[src/rtl/cache_wb_pkg.sv]
// Shared constants and types for the cache write-back buffer.
//   LINE_AW  line-address width
//   WORD_W   Mem word width
//   WORDS    words per line (fixed at 4, beat counter is 2 bits)
//   wb_state_e  drain FSM states
//   wb_line_t   one buffered line {addr, data}
package cache_wb_pkg;

    localparam int unsigned LINE_AW = 4;
    localparam int unsigned WORD_W  = 32;
    localparam int unsigned WORDS   = 4;
    localparam int unsigned LINE_W  = WORDS * WORD_W;
    localparam int unsigned WADDR_W = LINE_AW + 2;

    typedef enum logic {
        IDLE,
        WRITE
    } wb_state_e;

    typedef struct packed {
        logic [LINE_AW-1:0] addr;
        logic [LINE_W-1:0]  data;
    } wb_line_t;

    // Word 'beat' of a line; word i occupies bits [32i+31:32i].
    function automatic logic [WORD_W-1:0] line_word(input logic [LINE_W-1:0] data,
                                                    input logic [1:0]        beat);
        return data[beat*WORD_W +: WORD_W];
    endfunction

endpackage

[src/rtl/cache_writeback_buffer_if.sv]
// Bundle of the write-back buffer's push, Mem write and lookup signals.
//   push side : push, push_addr, push_data -> full, empty
//   Mem side  : mem_busy -> CS, RW, waddr, wdata
//   lookup    : lookup_addr -> lookup_match (+ lookup_data when WB_FORWARD_EN)
// master = cache datapath / refill path / Mem arbiter; slave = the buffer.
interface cache_writeback_buffer_if;
    import cache_wb_pkg::*;

    logic                 push;
    logic [LINE_AW-1:0]   push_addr;
    logic [LINE_W-1:0]    push_data;
    logic                 full;
    logic                 empty;
    logic                 mem_busy;
    logic                 CS;
    logic                 RW;
    logic [WADDR_W-1:0]   waddr;
    logic [WORD_W-1:0]    wdata;
    logic [LINE_AW-1:0]   lookup_addr;
    logic                 lookup_match;
`ifdef WB_FORWARD_EN
    logic [LINE_W-1:0]    lookup_data;
`endif

    modport master (
        output push, push_addr, push_data, mem_busy, lookup_addr,
`ifdef WB_FORWARD_EN
        input  lookup_data,
`endif
        input  full, empty, CS, RW, waddr, wdata, lookup_match
    );

    modport slave (
        input  push, push_addr, push_data, mem_busy, lookup_addr,
`ifdef WB_FORWARD_EN
        output lookup_data,
`endif
        output full, empty, CS, RW, waddr, wdata, lookup_match
    );

endinterface

[src/rtl/cache_wb_line_fifo.sv]
// Line storage FIFO for the write-back buffer.
//   clk, reset  clock, synchronous active-high reset
//   i_push      enqueue i_line (ignored while o_full)
//   i_pop       dequeue head (ignored while o_empty)
//   o_full, o_empty, o_count  occupancy
//   o_head      oldest entry
//   o_valid/o_addrs[/o_datas]  entries in age order (index 0 = oldest)
// WB_FORWARD_EN: also exports per-entry data for lookup forwarding.
module cache_wb_line_fifo
    import cache_wb_pkg::*;
#(
    parameter int unsigned DEPTH = 2
) (
    input  logic                                clk,
    input  logic                                reset,
    input  logic                                i_push,
    input  logic                                i_pop,
    input  wb_line_t                            i_line,
    output logic                                o_full,
    output logic                                o_empty,
    output logic [$clog2(DEPTH+1)-1:0]          o_count,
    output wb_line_t                            o_head,
    output logic [DEPTH-1:0]                    o_valid,
`ifdef WB_FORWARD_EN
    output logic [DEPTH-1:0][LINE_W-1:0]        o_datas,
`endif
    output logic [DEPTH-1:0][LINE_AW-1:0]       o_addrs
);

    localparam int unsigned PW = (DEPTH > 1) ? $clog2(DEPTH) : 1;
    localparam int unsigned CW = $clog2(DEPTH + 1);

    wb_line_t       r_mem [DEPTH];
    logic [PW-1:0]  r_wr_ptr;
    logic [PW-1:0]  r_rd_ptr;
    logic [CW-1:0]  r_count;
    logic           w_push_ok;
    logic           w_pop_ok;

    function automatic logic [PW-1:0] ptr_inc(input logic [PW-1:0] p);
        return (32'(p) == DEPTH - 1) ? '0 : p + 1'b1;
    endfunction

    assign o_full    = (r_count == CW'(DEPTH));
    assign o_empty   = (r_count == '0);
    assign o_count   = r_count;
    assign w_push_ok = i_push && !o_full;
    assign w_pop_ok  = i_pop && !o_empty;
    assign o_head    = r_mem[r_rd_ptr];

    always_ff @(posedge clk) begin
        if (reset) begin
            r_wr_ptr <= '0;
            r_rd_ptr <= '0;
            r_count  <= '0;
        end else begin
            if (w_push_ok) begin
                r_mem[r_wr_ptr] <= i_line;
                r_wr_ptr        <= ptr_inc(r_wr_ptr);
            end
            if (w_pop_ok) begin
                r_rd_ptr <= ptr_inc(r_rd_ptr);
            end
            case ({w_push_ok, w_pop_ok})
                2'b10:   r_count <= r_count + 1'b1;
                2'b01:   r_count <= r_count - 1'b1;
                default: r_count <= r_count;
            endcase
        end
    end

    // Rotate storage into age order so the lookup can pick the newest match
    // simply as the highest-indexed hit.
    always_comb begin
        int unsigned idx;
        for (int unsigned k = 0; k < DEPTH; k++) begin
            idx        = (32'(r_rd_ptr) + k) % DEPTH;
            o_valid[k] = (k < 32'(r_count));
            o_addrs[k] = r_mem[idx[PW-1:0]].addr;
`ifdef WB_FORWARD_EN
            o_datas[k] = r_mem[idx[PW-1:0]].data;
`endif
        end
    end

endmodule

[src/rtl/cache_writeback_buffer.sv]
// Write-back buffer: queues evicted 128-bit lines and drains each into Mem
// as four 32-bit write beats, pausing while the refill path owns Mem.
//   clk, reset  clock, synchronous active-high reset
//   wb          cache_writeback_buffer_if.slave (push/full/empty,
//               mem_busy/CS/RW/waddr/wdata, lookup_addr/lookup_match)
// Optional macro WB_FORWARD_EN adds wb.lookup_data (newest matching line).
module cache_writeback_buffer
    import cache_wb_pkg::*;
#(
    parameter int unsigned DEPTH = 2
) (
    input  logic                      clk,
    input  logic                      reset,
    cache_writeback_buffer_if.slave   wb
);

    localparam int unsigned CW = $clog2(DEPTH + 1);

    wb_state_e                   r_state;
    wb_state_e                   w_state_nxt;
    logic [1:0]                  r_beat;
    logic [1:0]                  w_beat_nxt;
    logic                        w_pop;
    logic                        w_cs;
    logic                        w_match;
    logic                        w_fifo_full;
    logic                        w_fifo_empty;
    logic [CW-1:0]               w_count;
    wb_line_t                    w_head;
    wb_line_t                    w_push_line;
    logic [DEPTH-1:0]            w_valid;
    logic [DEPTH-1:0][LINE_AW-1:0] w_addrs;
`ifdef WB_FORWARD_EN
    logic [DEPTH-1:0][LINE_W-1:0]  w_datas;
    logic [LINE_W-1:0]             w_fwd;
`endif

    assign w_push_line.addr = wb.push_addr;
    assign w_push_line.data = wb.push_data;

    cache_wb_line_fifo #(.DEPTH(DEPTH)) u_fifo (
        .clk     (clk),
        .reset   (reset),
        .i_push  (wb.push),
        .i_pop   (w_pop),
        .i_line  (w_push_line),
        .o_full  (w_fifo_full),
        .o_empty (w_fifo_empty),
        .o_count (w_count),
        .o_head  (w_head),
        .o_valid (w_valid),
`ifdef WB_FORWARD_EN
        .o_datas (w_datas),
`endif
        .o_addrs (w_addrs)
    );

    always_ff @(posedge clk) begin
        if (reset) begin
            r_state <= IDLE;
            r_beat  <= '0;
        end else begin
            r_state <= w_state_nxt;
            r_beat  <= w_beat_nxt;
        end
    end

    always_comb begin
        w_state_nxt = r_state;
        w_beat_nxt  = r_beat;
        w_pop       = 1'b0;
        w_cs        = 1'b0;
        case (r_state)
            IDLE: begin
                if (!w_fifo_empty) begin
                    w_state_nxt = WRITE;
                    w_beat_nxt  = '0;
                end
            end
            WRITE: begin
                if (!wb.mem_busy) begin
                    w_cs       = 1'b1;
                    w_beat_nxt = r_beat + 2'd1;   // wraps to 0 after beat 3
                    if (r_beat == 2'd3) begin
                        w_pop = 1'b1;
                        // Only the draining line is left: nothing to chain onto.
                        if (w_count == CW'(1)) begin
                            w_state_nxt = IDLE;
                        end
                    end
                end
            end
            default: w_state_nxt = IDLE;
        endcase
    end

    assign wb.CS    = w_cs;
    assign wb.RW    = w_cs;
    assign wb.waddr = (r_state == WRITE) ? {w_head.addr, r_beat} : '0;
    assign wb.wdata = (r_state == WRITE) ? line_word(w_head.data, r_beat) : '0;
    assign wb.full  = w_fifo_full;
    assign wb.empty = w_fifo_empty && (r_state == IDLE);

    // The draining line stays in the FIFO until its beat 3 commits, so it is
    // covered by the valid vector like any other pending entry.
    always_comb begin
        w_match = 1'b0;
`ifdef WB_FORWARD_EN
        w_fwd   = '0;
`endif
        for (int unsigned k = 0; k < DEPTH; k++) begin
            if (w_valid[k] && (w_addrs[k] == wb.lookup_addr)) begin
                w_match = 1'b1;
`ifdef WB_FORWARD_EN
                w_fwd   = w_datas[k];   // age order: last hit is the newest
`endif
            end
        end
    end

    assign wb.lookup_match = w_match;
`ifdef WB_FORWARD_EN
    assign wb.lookup_data  = w_fwd;
`endif

endmodule

[src/flat_wrapper.sv]
// flat-port wrapper written by rule: the top's interface ports become plain ports
module cache_writeback_buffer_flat import cache_wb_pkg::*;
#(
    parameter int unsigned DEPTH = 2
)
  (clk, reset, wb_push, wb_push_addr, wb_push_data, wb_mem_busy, wb_lookup_addr, wb_full, wb_empty, wb_CS, wb_RW, wb_waddr, wb_wdata, wb_lookup_match);
  cache_writeback_buffer_if wb_i ();
  input  logic clk;
  input  logic reset;
  input wire logic [$bits(wb_i.push)-1:0] wb_push;
  input wire logic [$bits(wb_i.push_addr)-1:0] wb_push_addr;
  input wire logic [$bits(wb_i.push_data)-1:0] wb_push_data;
  input wire logic [$bits(wb_i.mem_busy)-1:0] wb_mem_busy;
  input wire logic [$bits(wb_i.lookup_addr)-1:0] wb_lookup_addr;
  output wire logic [$bits(wb_i.full)-1:0] wb_full;
  output wire logic [$bits(wb_i.empty)-1:0] wb_empty;
  output wire logic [$bits(wb_i.CS)-1:0] wb_CS;
  output wire logic [$bits(wb_i.RW)-1:0] wb_RW;
  output wire logic [$bits(wb_i.waddr)-1:0] wb_waddr;
  output wire logic [$bits(wb_i.wdata)-1:0] wb_wdata;
  output wire logic [$bits(wb_i.lookup_match)-1:0] wb_lookup_match;
  assign wb_i.push = wb_push;
  assign wb_i.push_addr = wb_push_addr;
  assign wb_i.push_data = wb_push_data;
  assign wb_i.mem_busy = wb_mem_busy;
  assign wb_i.lookup_addr = wb_lookup_addr;
  assign wb_full = wb_i.full;
  assign wb_empty = wb_i.empty;
  assign wb_CS = wb_i.CS;
  assign wb_RW = wb_i.RW;
  assign wb_waddr = wb_i.waddr;
  assign wb_wdata = wb_i.wdata;
  assign wb_lookup_match = wb_i.lookup_match;
  cache_writeback_buffer #(.DEPTH(DEPTH)) u_core (.clk(clk), .reset(reset), .wb(wb_i));
endmodule
[config.mk]
export PLATFORM = sky130hd
export DESIGN_NAME = cache_writeback_buffer_flat
export DESIGN_NICKNAME = d
export VERILOG_FILES = /design/src/rtl/cache_wb_pkg.sv /design/src/rtl/cache_writeback_buffer_if.sv /design/src/rtl/cache_wb_line_fifo.sv /design/src/rtl/cache_writeback_buffer.sv /design/src/flat_wrapper.sv
export SDC_FILE = /design/constraint.sdc
export NUM_CORES = 1
export LEC_CHECK = 0
export ABC_AREA = 1
export BUFFER_PORTS_ARGS = -buffer_cell sky130_fd_sc_hd__buf_2
export CAP_MARGIN = 25
export CORE_MARGIN = 2
export CORE_UTILIZATION = 56
export DETAILED_ROUTE_END_ITERATION = 8
export PLACE_DENSITY_LB_ADDON = 0.3
export SLEW_MARGIN = 20
export SYNTH_ARGS = -nofsm -noshare
export SYNTH_HDL_FRONTEND = slang
export SYNTH_SLANG_ARGS = --single-unit
[constraint.sdc]
create_clock -name clk -period 12.05 [get_ports clk]
set_input_delay 1.205 -clock clk [delete_from_list [all_inputs] [get_ports clk]]
set_output_delay 1.205 -clock clk [all_outputs]
set_load 0.05 [all_outputs]
Word-level counts from Yosys, hierarchy flattened
Memory sizes are Yosys's and may differ from the RTL's. A register that Yosys moved wholly into a read port is not among the register bits.
Index checks and enable logic that the tools add are counted.
{"block": "word_totals", "reg_bits": 7, "mem_bits_rw": 264, "inputBits": 140, "out_inout_bits": 43, "elab_cells": 60, "mem_count": 1}
{"block": "op_classes", "n_addsub": 6, "magnitude_cmp": 2, "n_eq_ne": 9, "n_shift": 1, "n_mux": 25, "bitwise": 1, "reduce_logical": 10}
{"memory": "u_core.u_fifo.r_mem", "depth": 2, "word_bits": 132, "rd": 2, "rd_ports_with_merged_regs": 1, "wr": 1, "line_no": "cache_wb_line_fifo.sv:33", "rtl": "wb_line_t r_mem [DEPTH];"}
{"cell": "indexed part select 128 x 8 -> 32 bit", "n": 1}
{"cell": "two-way mux 32 bit", "n": 1}
{"cell": "two-way mux 1 bit", "n": 18}
{"cell": "== test 4 bit", "n": 2}
{"cell": "one-hot mux 2 bit (2 select lines)", "n": 2}
{"cell": "== test 2 bit (second input constant)", "n": 3}
{"cell": "two-way mux 6 bit", "n": 1}
{"cell": "logical AND 1 bit", "n": 5}
{"cell": "adder 2 x 1 -> 2 bit (second input constant)", "n": 2}
{"cell": "== test 2 x 1 -> 1 bit (second input constant)", "n": 2}
{"cell": "less-than comparator 1 x 2 -> 1 bit (first input constant)", "n": 2}
{"cell": "two-way mux 2 bit", "n": 2}
{"cell": "inequality test 2 bit (second input constant)", "n": 2}
{"cell": "adder 1 bit (second input constant)", "n": 3}
{"cell": "zero test 1 bit", "n": 2}
{"cell": "zero test 2 bit", "n": 1}
{"cell": "one-hot mux 1 bit (2 select lines)", "n": 1}
{"cell": "AND reduction 2 bit", "n": 1}
{"cell": "nonzero test 2 bit", "n": 1}
{"cell": "subtractor 2 x 1 -> 2 bit (second input constant)", "n": 1}
{"cell": "NOT 1 bit", "n": 1}

Longest topological paths before layout
{"block": "depth", "depth_word": 7, "mapped_depth": 10, "depth_no_buf": 8}

Modules after synthesis
Synthesis repeated with hierarchy kept, for this count alone.
{"block": "hier_totals", "cells_unflattened": 1095, "hier_area_um2": 11591.1}
{"mod": "cache_wb_line_fifo", "n_inst": 1, "cells_each": 742, "area_per_inst_um2": 10070.9, "seq_area_each_um2": 8027.7}
{"mod": "cache_writeback_buffer", "n_inst": 1, "cells_each": 353, "area_per_inst_um2": 1520.2, "seq_area_each_um2": 60.1}

Worst setup path after synthesis
No wires, ideal clock.
{"block": "synth_timing", "path_kind": "input port to flip-flop", "start": "input wb_push", "end": "memory u_core.u_fifo.r_mem[1][0] (netlist name), enable pin", "setup_time_ns": 0.785, "t_arrival_ns": 10.317, "required_time_ns": 11.265, "slack_ns": 0.948, "cell_stages": 4, "path_buffers": 0, "path_cell_list": "inv_1 -> nor2_1 -> inv_1 -> nor3_1"}
{"block": "synth_via", "elab_chain_cells": 4}
{"item": "start, declared", "line_no": "flat_wrapper.sv:10", "rtl": "input wire logic [$bits(wb_i.push)-1:0] wb_push;"}
{"item": "logical AND 1 bit", "line_no": "cache_wb_line_fifo.sv:47", "rtl": "assign w_push_ok = i_push && !o_full;"}
{"item": "two-way mux 1 bit", "line_no": "cache_wb_line_fifo.sv:57", "rtl": "if (w_push_ok) begin"}
{"item": "two-way mux 1 bit", "line_no": "cache_wb_line_fifo.sv:52", "rtl": "if (reset) begin"}
{"item": "two-way mux 1 bit (not written as such)", "line_no": "cache_wb_line_fifo.sv:58", "rtl": "r_mem[r_wr_ptr] <= i_line;"}
{"item": "end, declared", "line_no": "cache_wb_line_fifo.sv:33"}
No other way between the ends.

==> flow_summary.json <==
{
  "run_status": "completed",
  "finalSetupTns_ns": 0,
  "clk_path_buf_depth": 3,
  "arrival_ns": 2.75,
  "critPathCaptureType": "output pin",
  "setup_viol": 0,
  "clock-sinks": 272,
  "gp_congestion": 0.871,
  "cts-htree-levels": 1,
  "ys_seq_elements": 272,
  "finalWirelength_um": 24800,
  "synth_flop_cell": "edfxtp_1",
  "power.density_nw_per_um2": 170,
  "antenna_found_initial": 12,
  "seq_area_frac_synth_pct": 74.4,
  "drt_iter0_markers": 610,
  "fin_area_um2": 12900,
  "postCtsSetupBuffers": 0,
  "slew_viol_final": 0,
  "fin_ws_ns": 8.09,
  "use_met3_pct": 5.93,
  "core_um2": 18900,
  "fin_crit_ns": 3.96,
  "start_util_pct": 57.5,
  "cp.required_ns": 10.85,
  "clk_latency_ns": 0.54,
  "cp_cell_sequence": "buf_4 > buf_16 > o21ai_0 > o22ai_1 > nand2_1 > nand2_1 > buf_2",
  "cts_hold_buf": 0,
  "grt_pass1_vias": 6791,
  "hp-class": "reg -> reg",
  "avgSynthCellArea_um2": 12.6,
  "grtUsageTotal_pct": 23.9,
  "yosysWarnings": 0,
  "period_share_pct": 32.8,
  "dr.pass1.iters": 5,
  "clkTransAtPathRegs_ns": 0.06,
  "post_dp_cell_area_um2": 11900,
  "drive_above_1_share_pct": 23.3,
  "hold_viol": 0,
  "critPathLaunchType": "flip-flop",
  "grt-ovfl-total": 0,
  "crit_slowest_cell": "dfxtp_4",
  "num_vias": 7310,
  "dpl.hpwl_um": 14800,
  "std_cell_rows": 50,
  "tightest_slew_ns": 1.00,
  "die_w_um": 143,
  "synth_top_area_cell": "edfxtp_1",
  "synth_top_area_share_pct": 72.9,
  "rsz0062_at_grt": "no",
  "fin_worst_skew_ns": 0.0133,
  "irDropWorstVdd_mv": 0.125,
  "ys_top_cells_by_area": "edfxtp_1 73%, nor2_1 4.9%, o21ai_0 4.9%, nand2_1 4.8%, o22ai_1 3.7%",
  "async_reset_ff_share_pct": 0,
  "cts_root_buffer": "clkbuf_16",
  "p_leak_nw": 4.94,
  "synth_nets": 1005,
  "maxCapViolations": 0,
  "power_mw": 2.19,
  "post_drt_wl_per_cell_um": 18.8,
  "cp_common_cell": "nand2_1",
  "place_ws_ns": 8.45,
  "postSynthCellCount": 860,
  "slew_headroom_pct": 33.2,
  "portBuffers": 182,
  "synth-edff-count": 264,
  "fin_util_pct": 68.2,
  "die_height_um": 143,
  "grt_max_degree": 134,
  "fmax_mhz": 253,
  "ant_nets": 0,
  "final.fill_count": 1397,
  "area_delta_synth_final_pct": 18.5,
  "met1_usage_pct": 35.2,
  "syn_area_um2": 10900,
  "grt_pass1_wl_um": 37200,
  "cts_tree": "built",
  "worstSetupPathType": "reg -> out",
  "cp_slowest_stage_delay_ns": 0.55,
  "numCtsBuffers": 28,
  "grt_use_met2_pct": 35.8,
  "fin_nets": 1176,
  "die-area_um2": 20500,
  "drt-vias-per-instance": 5.54,
  "synth_cell_types": 26,
  "path_buf_inv": 3,
  "remaining_drc_errors": 0,
  "worstPathMaxFanout": 77,
  "ios": 183,
  "cts-resized-gates": 0,
  "busiest_layer": "met2",
  "cp_top_family": "buffers and inverters"
}
[power breakdown]
group / switching, mW / internal, mW / total, mW / leakage, nW
logic: 0.141 / 0.0533 / 0.194 / 1.99
registers: 0.00925 / 1.08 / 1.09 / 2.48
clock network: 0.342 / 0.563 / 0.905 / 0.467
[synthesized netlist by cell type (5+ instances only)]
| cell | n |
|---|---|
| edfxtp_1 | 264 |
| nor2_1 | 143 |
| nand2_1 | 139 |
| o21ai_0 | 107 |
| o22ai_1 | 64 |
| o21ai_1 | 26 |
| buf_2 | 24 |
| inv_1 | 22 |
| buf_6 | 12 |
| nand3_1 | 11 |
| a21oi_1 | 10 |
| dfxtp_1 | 8 |
| clkbuf_1 | 5 |
| clkbuf_2 | 5 |
| ha_1 | 5 |
[tightest hold or removal path, cell delays in order (launching register included)]
cell and delay [ns]:
dfxtp_1 0.31, nand2_1 0.06, a21oi_1 0.05
[sequential cells by signal (all words and copies together), names as in the netlist, named ones only]
register / count
u_core.u_fifo.r_wr_ptr: 1
u_core.r_state: 1
u_core.r_beat: 2
u_core.u_fifo.o_count: 2
u_core.u_fifo.r_rd_ptr: 1
u_core.u_fifo.r_mem: 264
[cells in the final DEF (no fill, tap or decap), drive strengths merged]
master | Yosys | layout
dfxtp | 8 | 8
clkbuf | 10 | 31
diode | 0 | 9
xor2 | 1 | 1
buf | 41 | 192
ha | 5 | 5
clkinvlp | 0 | 3
a21oi | 10 | 10
nor3 | 1 | 1
nor2 | 145 | 145
clkinv | 0 | 8
o21ai | 133 | 133
xnor2 | 1 | 1
edfxtp | 264 | 264
o22ai | 64 | 64
bufinv | 0 | 6
nand2 | 141 | 141
inv | 25 | 26
nand3 | 11 | 11
[stage by stage]
stage | hold WS, ns | std cells
2_1_floorplan | 0.433 | 860
3_3_place_gp | 0.448 | 1260
3_5_place_dp | 0.457 | 1260
4_1_cts | 0.466 | 1309
5_1_grt | 0.487 | 1311
6_report | 0.463 | 1319
[logic make-up after synthesis]
group,share of synthesized area [%]
DFF,74.4
adders and majority gates,0.575
buffers and inverters,4.05
and+or+nand+nor,10.6
AOI/OAI and AO/OA,10.3
xor gates and xnor gates,0.161
[area by class of cell]
class | count | area, um2 | area share (%)
Clock inverter | 18 | 244 | 1.89
Timing Repair Buffer | 192 | 1010 | 7.81
Tap cell | 260 | 325 | 2.53
Multi-Input combinational cell | 512 | 2360 | 18.3
Inverter | 25 | 98.8 | 0.767
Sequential cell | 272 | 8090 | 62.8
Antenna cell | 9 | 22.5 | 0.175
Clock buffer | 31 | 733 | 5.69
[path summary, 6_finish.rpt]
kind | startpoint | endpoint | slack, ns | cells after the start
setup / recovery | flip-flop | wb_wdata[24] | 8.09 | 7
hold / removal | u_core.u_fifo.r_wr_ptr | u_core.u_fifo.r_wr_ptr | 0.46 | 2
setup reg to reg | u_core.u_fifo.o_count[0] | u_core.u_fifo.r_mem[1][107] | 9.83 | 6
hold reg to reg | u_core.u_fifo.r_wr_ptr | u_core.u_fifo.r_wr_ptr | 0.46 | 2
[per-layer routing]
layer | wire length, um | vias up
li1 | - | 3453
met1 | 10700 | 3475
met2 | 11100 | 329
met3 | 2460 | 45
met4 | 472 | 8
met5 | 40 | -
(Power assumes the default switching activity.)
